File: src/rtl/even_parity_serial_tx_pkg.sv
// Shared definitions for the even-parity serial transmitter.
// Contents:
//   DEF_DATA_W   default payload width
//   FRAME_BITS   serial bits per frame: start + data + parity + stop
//   IDLE..STOP   3-bit FSM state encodings
//   parity_even  even-parity bit of a data word (same function the generator uses)
package even_parity_serial_tx_pkg;

  localparam int DEF_DATA_W = 8;
  localparam int FRAME_BITS = DEF_DATA_W + 3;

  localparam logic [2:0] IDLE   = 3'd0;
  localparam logic [2:0] START  = 3'd1;
  localparam logic [2:0] DATA   = 3'd2;
  localparam logic [2:0] PARITY = 3'd3;
  localparam logic [2:0] STOP   = 3'd4;

  // XOR-reduce: 1 when the word has an odd number of ones, so that
  // data plus parity always carries an even count.
  function automatic logic parity_even(input logic [DEF_DATA_W-1:0] d);
    return ^d;
  endfunction

endpackage

File: src/rtl/even_parity_serial_tx_bit_timer.sv
// Bit-period timer for the serial transmitter.
// Counts 0..CLKS_PER_BIT-1 while enabled and wraps at each bit boundary.
// Ports:
//   clk   in   rising-edge clock
//   rst   in   asynchronous, active-high reset
//   en    in   count while a frame is in progress
//   clr   in   restart the count (asserted on accept)
//   tick  out  high in the last cycle of each bit period
module even_parity_serial_tx_bit_timer #(
  parameter int CLKS_PER_BIT = 4
) (
  input  logic clk,
  input  logic rst,
  input  logic en,
  input  logic clr,
  output logic tick
);

  localparam int TW = (CLKS_PER_BIT > 1) ? $clog2(CLKS_PER_BIT) : 1;
  localparam logic [TW-1:0] LAST = TW'(CLKS_PER_BIT - 1);

  logic [TW-1:0] count;

  always_ff @(posedge clk or posedge rst) begin
    if (rst) begin
      count <= '0;
    end else if (clr) begin
      count <= '0;
    end else if (en) begin
      count <= (count == LAST) ? '0 : count + 1'b1;
    end
  end

  assign tick = en && (count == LAST);

endmodule

File: src/rtl/even_parity_serial_tx.sv
// Even-parity serial transmitter.
// Accepts a parallel word over valid/ready, computes its even-parity bit and
// shifts out start(0), data LSB first, parity, stop(1). Each bit lasts
// CLKS_PER_BIT cycles. Outputs are decoded only from registers.
// Ports:
//   clk        in   rising-edge clock
//   rst        in   asynchronous, active-high reset
//   tx_data    in   word to send, sampled only on accept
//   tx_valid   in   tx_data is valid
//   tx_ready   out  idle and able to accept
//   tx_serial  out  serial line, idles high
//   tx_busy    out  frame in progress
//   tx_done    out  one-cycle pulse in the last cycle of the stop bit
module even_parity_serial_tx
  import even_parity_serial_tx_pkg::*;
#(
  parameter int DATA_W       = DEF_DATA_W,
  parameter int CLKS_PER_BIT = 4
) (
  input  logic              clk,
  input  logic              rst,
  input  logic [DATA_W-1:0] tx_data,
  input  logic              tx_valid,
  output logic              tx_ready,
  output logic              tx_serial,
  output logic              tx_busy,
  output logic              tx_done
);

  localparam int CNT_W = (DATA_W > 1) ? $clog2(DATA_W) : 1;
  localparam logic [CNT_W-1:0] LAST_BIT = CNT_W'(DATA_W - 1);

  logic [2:0]        state;
  logic [2:0]        state_next;
  logic [DATA_W-1:0] shift_reg;
  logic [CNT_W-1:0]  bit_cnt;
  logic              parity_bit;
  logic              data_parity;
  logic              accept;
  logic              tick;

  assign accept = tx_valid && tx_ready;

  // The shared function is fixed at the package width; other widths fall
  // back to the equivalent reduction.
  generate
    if (DATA_W == DEF_DATA_W) begin : g_pkg_parity
      assign data_parity = parity_even(tx_data);
    end else begin : g_local_parity
      assign data_parity = ^tx_data;
    end
  endgenerate

  // Accept clears the timer so the start bit always gets a full period.
  even_parity_serial_tx_bit_timer #(
    .CLKS_PER_BIT(CLKS_PER_BIT)
  ) u_bit_timer (
    .clk (clk),
    .rst (rst),
    .en  (state != IDLE),
    .clr (accept),
    .tick(tick)
  );

  always_ff @(posedge clk or posedge rst) begin
    if (rst) begin
      state <= IDLE;
    end else begin
      state <= state_next;
    end
  end

  always_comb begin
    state_next = state;
    case (state)
      IDLE:    if (accept) state_next = START;
      START:   if (tick) state_next = DATA;
      DATA:    if (tick && (bit_cnt == LAST_BIT)) state_next = PARITY;
      PARITY:  if (tick) state_next = STOP;
      STOP:    if (tick) state_next = IDLE;
      default: state_next = IDLE;
    endcase
  end

  // Data word and parity are captured once on accept; later changes on
  // tx_data are ignored. The shift register moves one bit per data period.
  always_ff @(posedge clk or posedge rst) begin
    if (rst) begin
      shift_reg  <= '0;
      bit_cnt    <= '0;
      parity_bit <= 1'b0;
    end else if (accept) begin
      shift_reg  <= tx_data;
      bit_cnt    <= '0;
      parity_bit <= data_parity;
    end else if ((state == DATA) && tick) begin
      shift_reg <= shift_reg >> 1;
      bit_cnt   <= (bit_cnt == LAST_BIT) ? '0 : bit_cnt + 1'b1;
    end
  end

  always_comb begin
    tx_serial = 1'b1;
    tx_busy   = (state != IDLE);
    tx_ready  = (state == IDLE);
    tx_done   = 1'b0;
    case (state)
      START:   tx_serial = 1'b0;
      DATA:    tx_serial = shift_reg[0];
      PARITY:  tx_serial = parity_bit;
      STOP:    tx_done   = tick;
      default: tx_serial = 1'b1;
    endcase
  end

endmodule

File: config.mk
export PLATFORM = sky130hd
export DESIGN_NAME = even_parity_serial_tx
export DESIGN_NICKNAME = d
export VERILOG_FILES = /design/src/rtl/even_parity_serial_tx_pkg.sv /design/src/rtl/even_parity_serial_tx_bit_timer.sv /design/src/rtl/even_parity_serial_tx.sv
export SDC_FILE = /design/constraint.sdc
export NUM_CORES = 1
export LEC_CHECK = 0
export CAP_MARGIN = 20
export CORE_MARGIN = 5
export CORE_UTILIZATION = 51
export DETAILED_ROUTE_END_ITERATION = 7
export PLACE_DENSITY = 0.77
export SYNTH_ARGS = -nofsm -noshare
export SYNTH_HDL_FRONTEND = slang
export SYNTH_HIERARCHICAL = 1
export SYNTH_SLANG_ARGS = --single-unit
File: constraint.sdc
create_clock -name clk -period 4.3 [get_ports clk]
set_input_delay 0.645 -clock clk [delete_from_list [all_inputs] [get_ports clk]]
set_output_delay 0.645 -clock clk [all_outputs]
set_load 0.005 [all_outputs]
# ---- Word level (Yosys, flattened, before mapping)
# Index checks and enable logic that the tools add are counted.
dict set report totals {
  output_inout_bits 4
  reg_bits 17
}
dict set report classes {
  reduce_logical 10
  add_sub_neg 2
  n_eq_ne 11
  mux 16
}
# operator count
set ops {}
lappend ops {{2-to-1 mux 3 bit} 8}
lappend ops {{2-to-1 mux 8 bit} 2}
lappend ops {{case mux 3 bit (5 select lines)} 1}
lappend ops {{inequality test 2 bit, second input constant} 4}
lappend ops {{XOR reduction 8 bit} 1}
lappend ops {{equality test 3 x 2 -> 1 bit, second input constant} 2}
lappend ops {{equality test 3 bit, second input constant} 2}
lappend ops {{2-to-1 mux 2 bit} 3}
lappend ops {{AND reduction 5 bit} 1}
lappend ops {{logical AND 1 bit} 4}
lappend ops {{nonzero test 2 bit} 2}
lappend ops {{adder 3 x 1 -> 3 bit, second input constant} 1}
lappend ops {{equality test 3 x 1 -> 1 bit, second input constant} 1}
lappend ops {{zero test 3 bit} 1}
lappend ops {{case mux 1 bit (3 select lines)} 1}
lappend ops {{nonzero test 3 bit} 1}
lappend ops {{adder 2 x 1 -> 2 bit, second input constant} 1}
lappend ops {{equality test 2 bit, second input constant} 1}
lappend ops {{inequality test 2 x 1 -> 1 bit, second input constant} 1}
lappend ops {{2-to-1 mux 1 bit} 1}

# ---- Depth between registers and ports, before layout
# Gate-level depths: netlist (run 1).
dict set report depth {
  ltp_word 5
  depth_mapped 8
}

# ---- Cells and area by module
# Netlist (run 1), hierarchy kept.
# module cells_each area_per_inst_um2 n_inst
set modules_own_cells {}
lappend modules_own_cells {even_parity_serial_tx 77 794.5 1}
lappend modules_own_cells {even_parity_serial_tx_bit_timer 10 110.1 1}

# ---- Least setup slack after synthesis (run 1)
# No wires, ideal clock.
dict set report synth_path {
  path_type {register -> output}
  from {register state[2]}
  to {output port tx_done}
  path_stages_with_launch 5
  slack_ns 2.418
  arrival_time_ns 1.237
  path_buffers 0
  required_ns 3.655
  cell_sequence {dfrtp_1 nor3_2 inv_1 and2_1 and3_2}
}
dict set report synth_via {
  elab_chain_len 3
  elab_cells_between_ends 4
  cone_classes {eq/ne: 1; mux: 1; reduce/logical: 2}
}
# element line
set synth_rtl {}
lappend synth_rtl {{start: declaration} even_parity_serial_tx.sv:33} ;# logic [2:0] state;
lappend synth_rtl {{start signal: assignment} even_parity_serial_tx.sv:69} ;# state <= state_next;
lappend synth_rtl {{nonzero test 3 bit} -}
lappend synth_rtl {{named net tx_busy} even_parity_serial_tx.sv:26} ;# output logic tx_busy,
lappend synth_rtl {{logical AND 1 bit} even_parity_serial_tx_bit_timer.sv:34} ;# assign tick = en && (count == LAST);
lappend synth_rtl {{named net tick} even_parity_serial_tx.sv:40} ;# logic tick;
lappend synth_rtl {{2-to-1 mux 1 bit} even_parity_serial_tx.sv:107} ;# case (state)
lappend synth_rtl {{end: declaration} even_parity_serial_tx.sv:27} ;# output logic tx_done
# The timed path passes the listed nets, and every way through them passes these cells.

# ---- Final worst setup path (run 1)
dict set report layout_path {
  from {register state[2]}
  to {output port tx_done}
}
dict set report layout_via {
  elab_chain_len 3
  elab_cells_between_ends 4
  cone_classes {eq/ne: 1; mux: 1; reduce/logical: 2}
}
# element line
set layout_rtl {}
lappend layout_rtl {{nonzero test 3 bit} even_parity_serial_tx.sv:60} ;# .en (state != IDLE),
lappend layout_rtl {{logical AND 1 bit} even_parity_serial_tx_bit_timer.sv:34}
lappend layout_rtl {{named net tick} even_parity_serial_tx.sv:40}
lappend layout_rtl {{2-to-1 mux 1 bit} even_parity_serial_tx.sv:107}
# The timed path passes the listed nets, and every way through them passes these cells.

==> results of run 1 <==
## cell usage after synthesis
| library cell | count | area (um^2) |
|---|---|---|
| a22o_2 | 1 | 10.0 |
| nor2_2 | 1 | 6.26 |
| or2_2 | 1 | 6.26 |
| nor2_1 | 5 | 18.8 |
| and3_2 | 1 | 7.51 |
| dfrtp_1 | 17 | 425 |
| o32ai_1 | 1 | 8.76 |
| and2_1 | 1 | 6.26 |
| or3b_1 | 1 | 8.76 |
| ha_1 | 3 | 37.5 |
| a31oi_1 | 1 | 6.26 |
| a21oi_2 | 2 | 17.5 |
| a21oi_1 | 2 | 10.0 |
| o21ai_2 | 1 | 8.76 |
| buf_4 | 1 | 7.51 |
| nand3_1 | 1 | 5.00 |
| a221oi_1 | 1 | 8.76 |
| a22oi_1 | 6 | 45.0 |
| buf_6 | 1 | 11.3 |
| and2_4 | 1 | 8.76 |
| nor3_2 | 2 | 20.0 |
| or2_4 | 1 | 8.76 |
| mux2i_1 | 1 | 10.0 |
| o21ai_1 | 6 | 30.0 |
| a22o_1 | 3 | 26.3 |
| a22oi_2 | 1 | 12.5 |
| nand2b_1 | 1 | 6.26 |
| nand2_1 | 3 | 11.3 |
| xnor2_1 | 8 | 70.1 |
| inv_1 | 12 | 45.0 |
## cell type report
class,count,share of cell area [%]
Inverter,12,4.16
Sequential cell,17,39.3
Clock buffer,4,2.42
Multi-Input combinational cell,56,38.3
Timing Repair Buffer,14,12.9
Tap cell,25,2.89
## through the flow
stage          cell area (um^2)  setup WS [ns]  utilization [%]
2_1_floorplan               905           2.42                -
3_3_place_gp               1060           2.00             61.9
3_5_place_dp               1060           1.95             61.9
4_1_cts                    1080           1.63             63.4
5_1_grt                    1080           1.48             63.4
6_report                   1080           1.64             63.4
## worst max-delay path: stages, from the launching register on
cell and delay [ns]:
dfrtp_1 0.47, nor3_2 0.26, inv_1 0.12, and2_1 0.23, and3_2 0.21, clkdlybuf4s50_1 0.44
## kinds of logic after synthesis
| kind of cell | count (synthesis) |
|---|---|
| flops | 17 |
| xor+xnor | 8 |
| fa+ha+maj | 3 |
| compound gates | 25 |
| buf+inv | 14 |
| simple gates | 19 |
| mux | 1 |
## worst paths after layout
kind                                                         end  slack (ns)  cells past startpoint
max in group asynchronous               shift_reg[0]$_DFFE_PP0P_        3.19                      2
worst max register to register            bit_cnt[0]$_DFFE_PP0P_        2.10                      7
worst max-delay path                                     tx_done        1.64                      5
worst min register to register            bit_cnt[2]$_DFFE_PP0P_        0.52                      1
min in group asynchronous       u_bit_timer/count[0]$_DFFE_PP0P_        0.53                      2
worst min-delay path                      bit_cnt[2]$_DFFE_PP0P_        0.52                      1
## routing by layer
metal | up-vias | track usage (%) | wire length [um]
met5 | - | 0 | 0
li1 | 331 | - | -
met4 | 0 | 6.55 | 16
met1 | 312 | 19.3 | 749
met2 | 14 | 23.8 | 769
met3 | 2 | 3.72 | 70
## power groups by stage
stage / sequential, mW / combinational (mW) / clock [mW]
floorplan: 0.259 / 0.186 / 0
global placement: 0.265 / 0.246 / 0
detailed placement: 0.268 / 0.256 / 0
CTS: 0.265 / 0.258 / 0.0863
global route: 0.276 / 0.286 / 0.0922
finish: 0.266 / 0.253 / 0.0847
==> impl_metrics.json, run 1 <==
{
  "status": "finished clean",
  "p_per_area_nw_per_um2": 557,
  "synth_top_family_by_area": "compound AO/OA/AOI/OAI gates",
  "placedCellCount": 124,
  "min-delay-start": "bit_cnt[2]$_DFFE_PP0P_",
  "syn_to_final_growth_pct": 19.8,
  "nets": 118,
  "drt_iter0_markers": 8,
  "clkPwrFrac_pct": 14.0,
  "yosys.area_share.xor_xnor_pct": 7.75,
  "multiInputGateArea_um2": 415,
  "r2r-start": "state[2]$_DFFE_PP0P_",
  "worst-slew-pin-transition_ns": 0.779,
  "finalHoldViolations": 0,
  "vias": 659,
  "critPathLaunch": "state[2]$_DFFE_PP0P_",
  "max_slew_margin_pct": 47.8,
  "synth_compound_area_share_pct": 20.3,
  "diodes": 0,
  "grt_setup_unrepaired": "no",
  "syn_nets": 101,
  "synth.distinct_cells": 30,
  "ys_warn_count": 6,
  "p_leak_nw": 0.482,
  "power.total_uw": 604,
  "grt_max_degree": 16,
  "report.final.slew_viol_count": 0,
  "hp-class": "register to register",
  "hpwl_um": 1250,
  "seqCellArea_um2": 425,
  "syn-cell-area_um2": 905,
  "fin_crit_sh_pct": 61.9,
  "startpoint_type": "register",
  "track_usage_pct": 15.0,
  "die_w_um": 52.1,
  "synthAdderAreaFrac_pct": 4.15,
  "yosys.area_share.simple_pct": 12.6,
  "intPower_uw": 387,
  "cts_sinks": 17,
  "drive_gt1_share_pct": 14.6,
  "cts_tree": "yes",
  "gp_congestion": 0.764,
  "timing_worst_setup_path_type": "register to output port",
  "postSynthCellCount": 87,
  "route.detailed.drc": 0,
  "synthMuxAreaShare_pct": 1.11,
  "p_sw_uw": 217,
  "final_cell_mix": "17 x dfrtp_1, 14 x clkdlybuf4s50_1, 12 x inv_1",
  "htreeDepth": 1,
  "crit_required_ns": 3.65,
  "start_util_pct": 53.0,
  "core_region_area_um2": 1710,
  "pwr-share-comb_pct": 42.0,
  "max-cap-violations": 0,
  "cts.clk_slew.worst_paths_ns": 0.10,
  "wl_per_cell_um": 12.5,
  "final_common_cell": "dfrtp_1",
  "boundaryPins": 15,
  "postCtsSetupRepairBufs": 0,
  "antenna_found_initial": 0,
  "avgSynthCellArea_um2": 10.4,
  "largest_register_ffs": 8,
  "rows": 15,
  "grt_overflow": 0,
  "fin_tns_setup_ns": 0,
  "end_kind": "output port",
  "via_per_inst": 5.15,
  "clkLatencyLatePin_ns": 0.29,
  "swShare_pct": 35.9,
  "pwr-share-seq_pct": 44.0,
  "synth-seq-area-share_pct": 47.0,
  "routed_wl_um": 1610,
  "cts-root-buf": "clkbuf_4",
  "first_global_vias": 680,
  "whs_ns": 0.516,
  "skew_ns": 0.00440,
  "portBuffers": 14,
  "dr.pass1.iters": 4,
  "max-vdd-ir-drop_mv": 0.329,
  "clk_path_buf_depth": 2,
  "ant_nets": 0,
  "post_cts_resized": 0,
  "die_area_um2": 2720,
  "yosys_register_bits": 17,
  "cts_made_buffers": 3,
  "cts_hold_buffers": 0,
  "clock.fmax_mhz": 376,
  "final-setup-viol-count": 0,
  "fillers": 144,
  "fin_cells": 128,
  "cp_max_fo": 8,
  "grt_pass1_wl_um": 2950,
  "period_minus_slack_ns": 2.66,
  "die_h_um": 52.1,
  "critPathArrivalTime_ns": 2.02
}
Power figures use the tool's default switching activity.
==> run 2: changes to the inputs <==
- clock period: 4.3 -> 2.7 ns (I/O delays scaled with it)
==> run 2 against run 1 <==
  * Global-route usage down 0.50 points
  * Die area unchanged
  * Critical path depth unchanged
  * Design area up 0.69%
  * Sequential power up 60%
  * Final cell count up 0.78%
  * Combinational power up 58%
  * Clock power up 53%
  * Hold slack worse by 0.23 ns
  * Non-clock buffer count up 1
  * First-iteration DRC count up 13%
  * Via count up 2.0%
  * Critical path type unchanged
==> impl_metrics.json, run 2 (synthesized netlist as in run 1, its figures left out) <==
{
  "status": "finished clean",
  "syn_to_final_growth_pct": 20.6,
  "vias": 672,
  "worst-slew-pin-transition_ns": 0.540,
  "clkLatencyLatePin_ns": 0.28,
  "critPathLaunch": "state[2]$_DFFE_PP0P_",
  "r2r_setup_slack_ns": 0.74,
  "track_usage_pct": 14.5,
  "route.detailed.drc": 0,
  "drt_iter0_markers": 9,
  "die_h_um": 52.1,
  "grt_pass1_wl_um": 2950,
  "clkPwrFrac_pct": 13.6,
  "max-cap-violations": 0,
  "cts_hold_buffers": 0,
  "largest_register_ffs": 8,
  "cp_slowest_cell": "dfrtp_1",
  "grt_max_degree": 16,
  "cts.clk_slew.worst_paths_ns": 0.09,
  "r2r-start": "state[2]$_DFFE_PP0P_",
  "period_minus_slack_ns": 2.41,
  "max_slew_margin_pct": 64.0,
  "start_util_pct": 53.0,
  "p_leak_nw": 0.487,
  "skew_ns": 0.00667,
  "report.final.slew_viol_count": 0,
  "rows": 15,
  "fin_util_pct": 63.9,
  "fin_crit_sh_pct": 89.4,
  "place_ws_ns": 0.595,
  "grt_overflow": 0,
  "ant_nets": 0,
  "die_area_um2": 2720,
  "pwr-share-comb_pct": 41.9,
  "via_per_inst": 5.21,
  "cts_sinks": 17,
  "hpwl_um": 1230,
  "startpoint_type": "register",
  "postCtsSetupRepairBufs": 0,
  "cts_made_buffers": 3,
  "cp_max_fo": 8,
  "crit_required_ns": 2.30,
  "routed_wl_um": 1540,
  "seqCellArea_um2": 425,
  "slowest_delay_ns": 0.47,
  "r2r.worst_path.cells": 8,
  "portBuffers": 14,
  "htreeDepth": 1,
  "hp-class": "primary input to asynchronous set/reset pin",
  "worstPathCellList": "nor3_2, inv_1, and2_1, and3_2, clkdlybuf4s50_1",
  "core_region_area_um2": 1710,
  "boundaryPins": 15,
  "cts_tree": "yes",
  "fillers": 136,
  "p_sw_uw": 340,
  "die_w_um": 52.1,
  "clock.fmax_mhz": 414,
  "p_per_area_nw_per_um2": 877,
  "end_kind": "output port",
  "fin_tns_setup_ns": 0,
  "timing_worst_setup_path_type": "register to output port",
  "multiInputGateArea_um2": 415,
  "diodes": 0,
  "finalHoldViolations": 0,
  "final-setup-viol-count": 0,
  "clk_path_buf_depth": 2,
  "final_common_cell": "dfrtp_1",
  "setup.worst_path.end": "tx_done",
  "wl_per_cell_um": 11.9,
  "grt_setup_unrepaired": "no",
  "r2r-end": "shift_reg[0]$_DFFE_PP0P_",
  "antenna_found_initial": 0,
  "cts-root-buf": "clkbuf_4",
  "nets": 119,
  "max-vdd-ir-drop_mv": 0.400,
  "first_global_vias": 711,
  "final_cell_mix": "17 x dfrtp_1, 14 x clkdlybuf4s50_1, 12 x inv_1",
  "gp_congestion": 0.789,
  "post_cts_resized": 0,
  "critPathArrivalTime_ns": 2.01,
  "setup_slack_ns": 0.285,
  "intPower_uw": 617,
  "drive_gt1_share_pct": 15.4,
  "pwr-share-seq_pct": 44.5,
  "dr.pass1.iters": 4,
  "swShare_pct": 35.5
}
[run 2: area by class of cell]
class,count,area share [%]
Multi-Input combinational cell,56,38.1
Inverter,12,4.13
Sequential cell,17,39.0
Clock buffer,4,2.41
Timing Repair Buffer,15,13.5
Tap cell,25,2.87
[run 2: power groups by stage]
stage / registers [mW] / clock network [mW] / logic [mW]
after global routing: 0.440 / 0.150 / 0.460
after CTS: 0.426 / 0.135 / 0.409
after floorplan: 0.412 / 0 / 0.296
after global placement: 0.422 / 0 / 0.395
after detailed placement: 0.431 / 0 / 0.407
final: 0.426 / 0.130 / 0.401
[run 2: worst min path at each step]
stage,to,slack [ns],depth (start not counted)
after floorplan,u_bit_timer/count[0]$_DFFE_PP0P_,0.15,1
after global placement,bit_cnt[2]$_DFFE_PP0P_,0.49,1
after detailed placement,bit_cnt[1]$_DFFE_PP0P_,0.49,1
after CTS,u_bit_timer/count[0]$_DFFE_PP0P_,0.28,2
after global routing,u_bit_timer/count[1]$_DFFE_PP0P_,0.28,2
final,u_bit_timer/count[0]$_DFFE_PP0P_,0.28,2
[run 2: critical path, delay by kind of cell (launching register included)]
kind          cells  cell delay (ns)
buf+inv           2             0.56
flops             1             0.47
simple gates      3             0.69
[run 2: stage by stage]
step / cell area, um^2 / power, mW / cells / hold WS [ns]
6_report: 1090 / 0.957 / 129 / 0.282
5_1_grt: 1090 / 1.05 / 129 / 0.284
4_1_cts: 1090 / 0.970 / 129 / 0.282
3_5_place_dp: 1060 / 0.837 / 125 / 0.488
3_3_place_gp: 1060 / 0.817 / 125 / 0.490
2_1_floorplan: 905 / 0.708 / 87 / 0.146
[run 2: routing by layer]
layer / share of wire [%] / vias to the layer above / track usage (%) / wire length [um]
met1: 47 / 314 / 18.3 / 725
met2: 48 / 20 / 24.1 / 737
met5: 0 / - / 0 / 0
met4: 0.72 / 0 / 6.55 / 11
li1: - / 336 / - / -
met3: 4.1 / 2 / 2.58 / 63
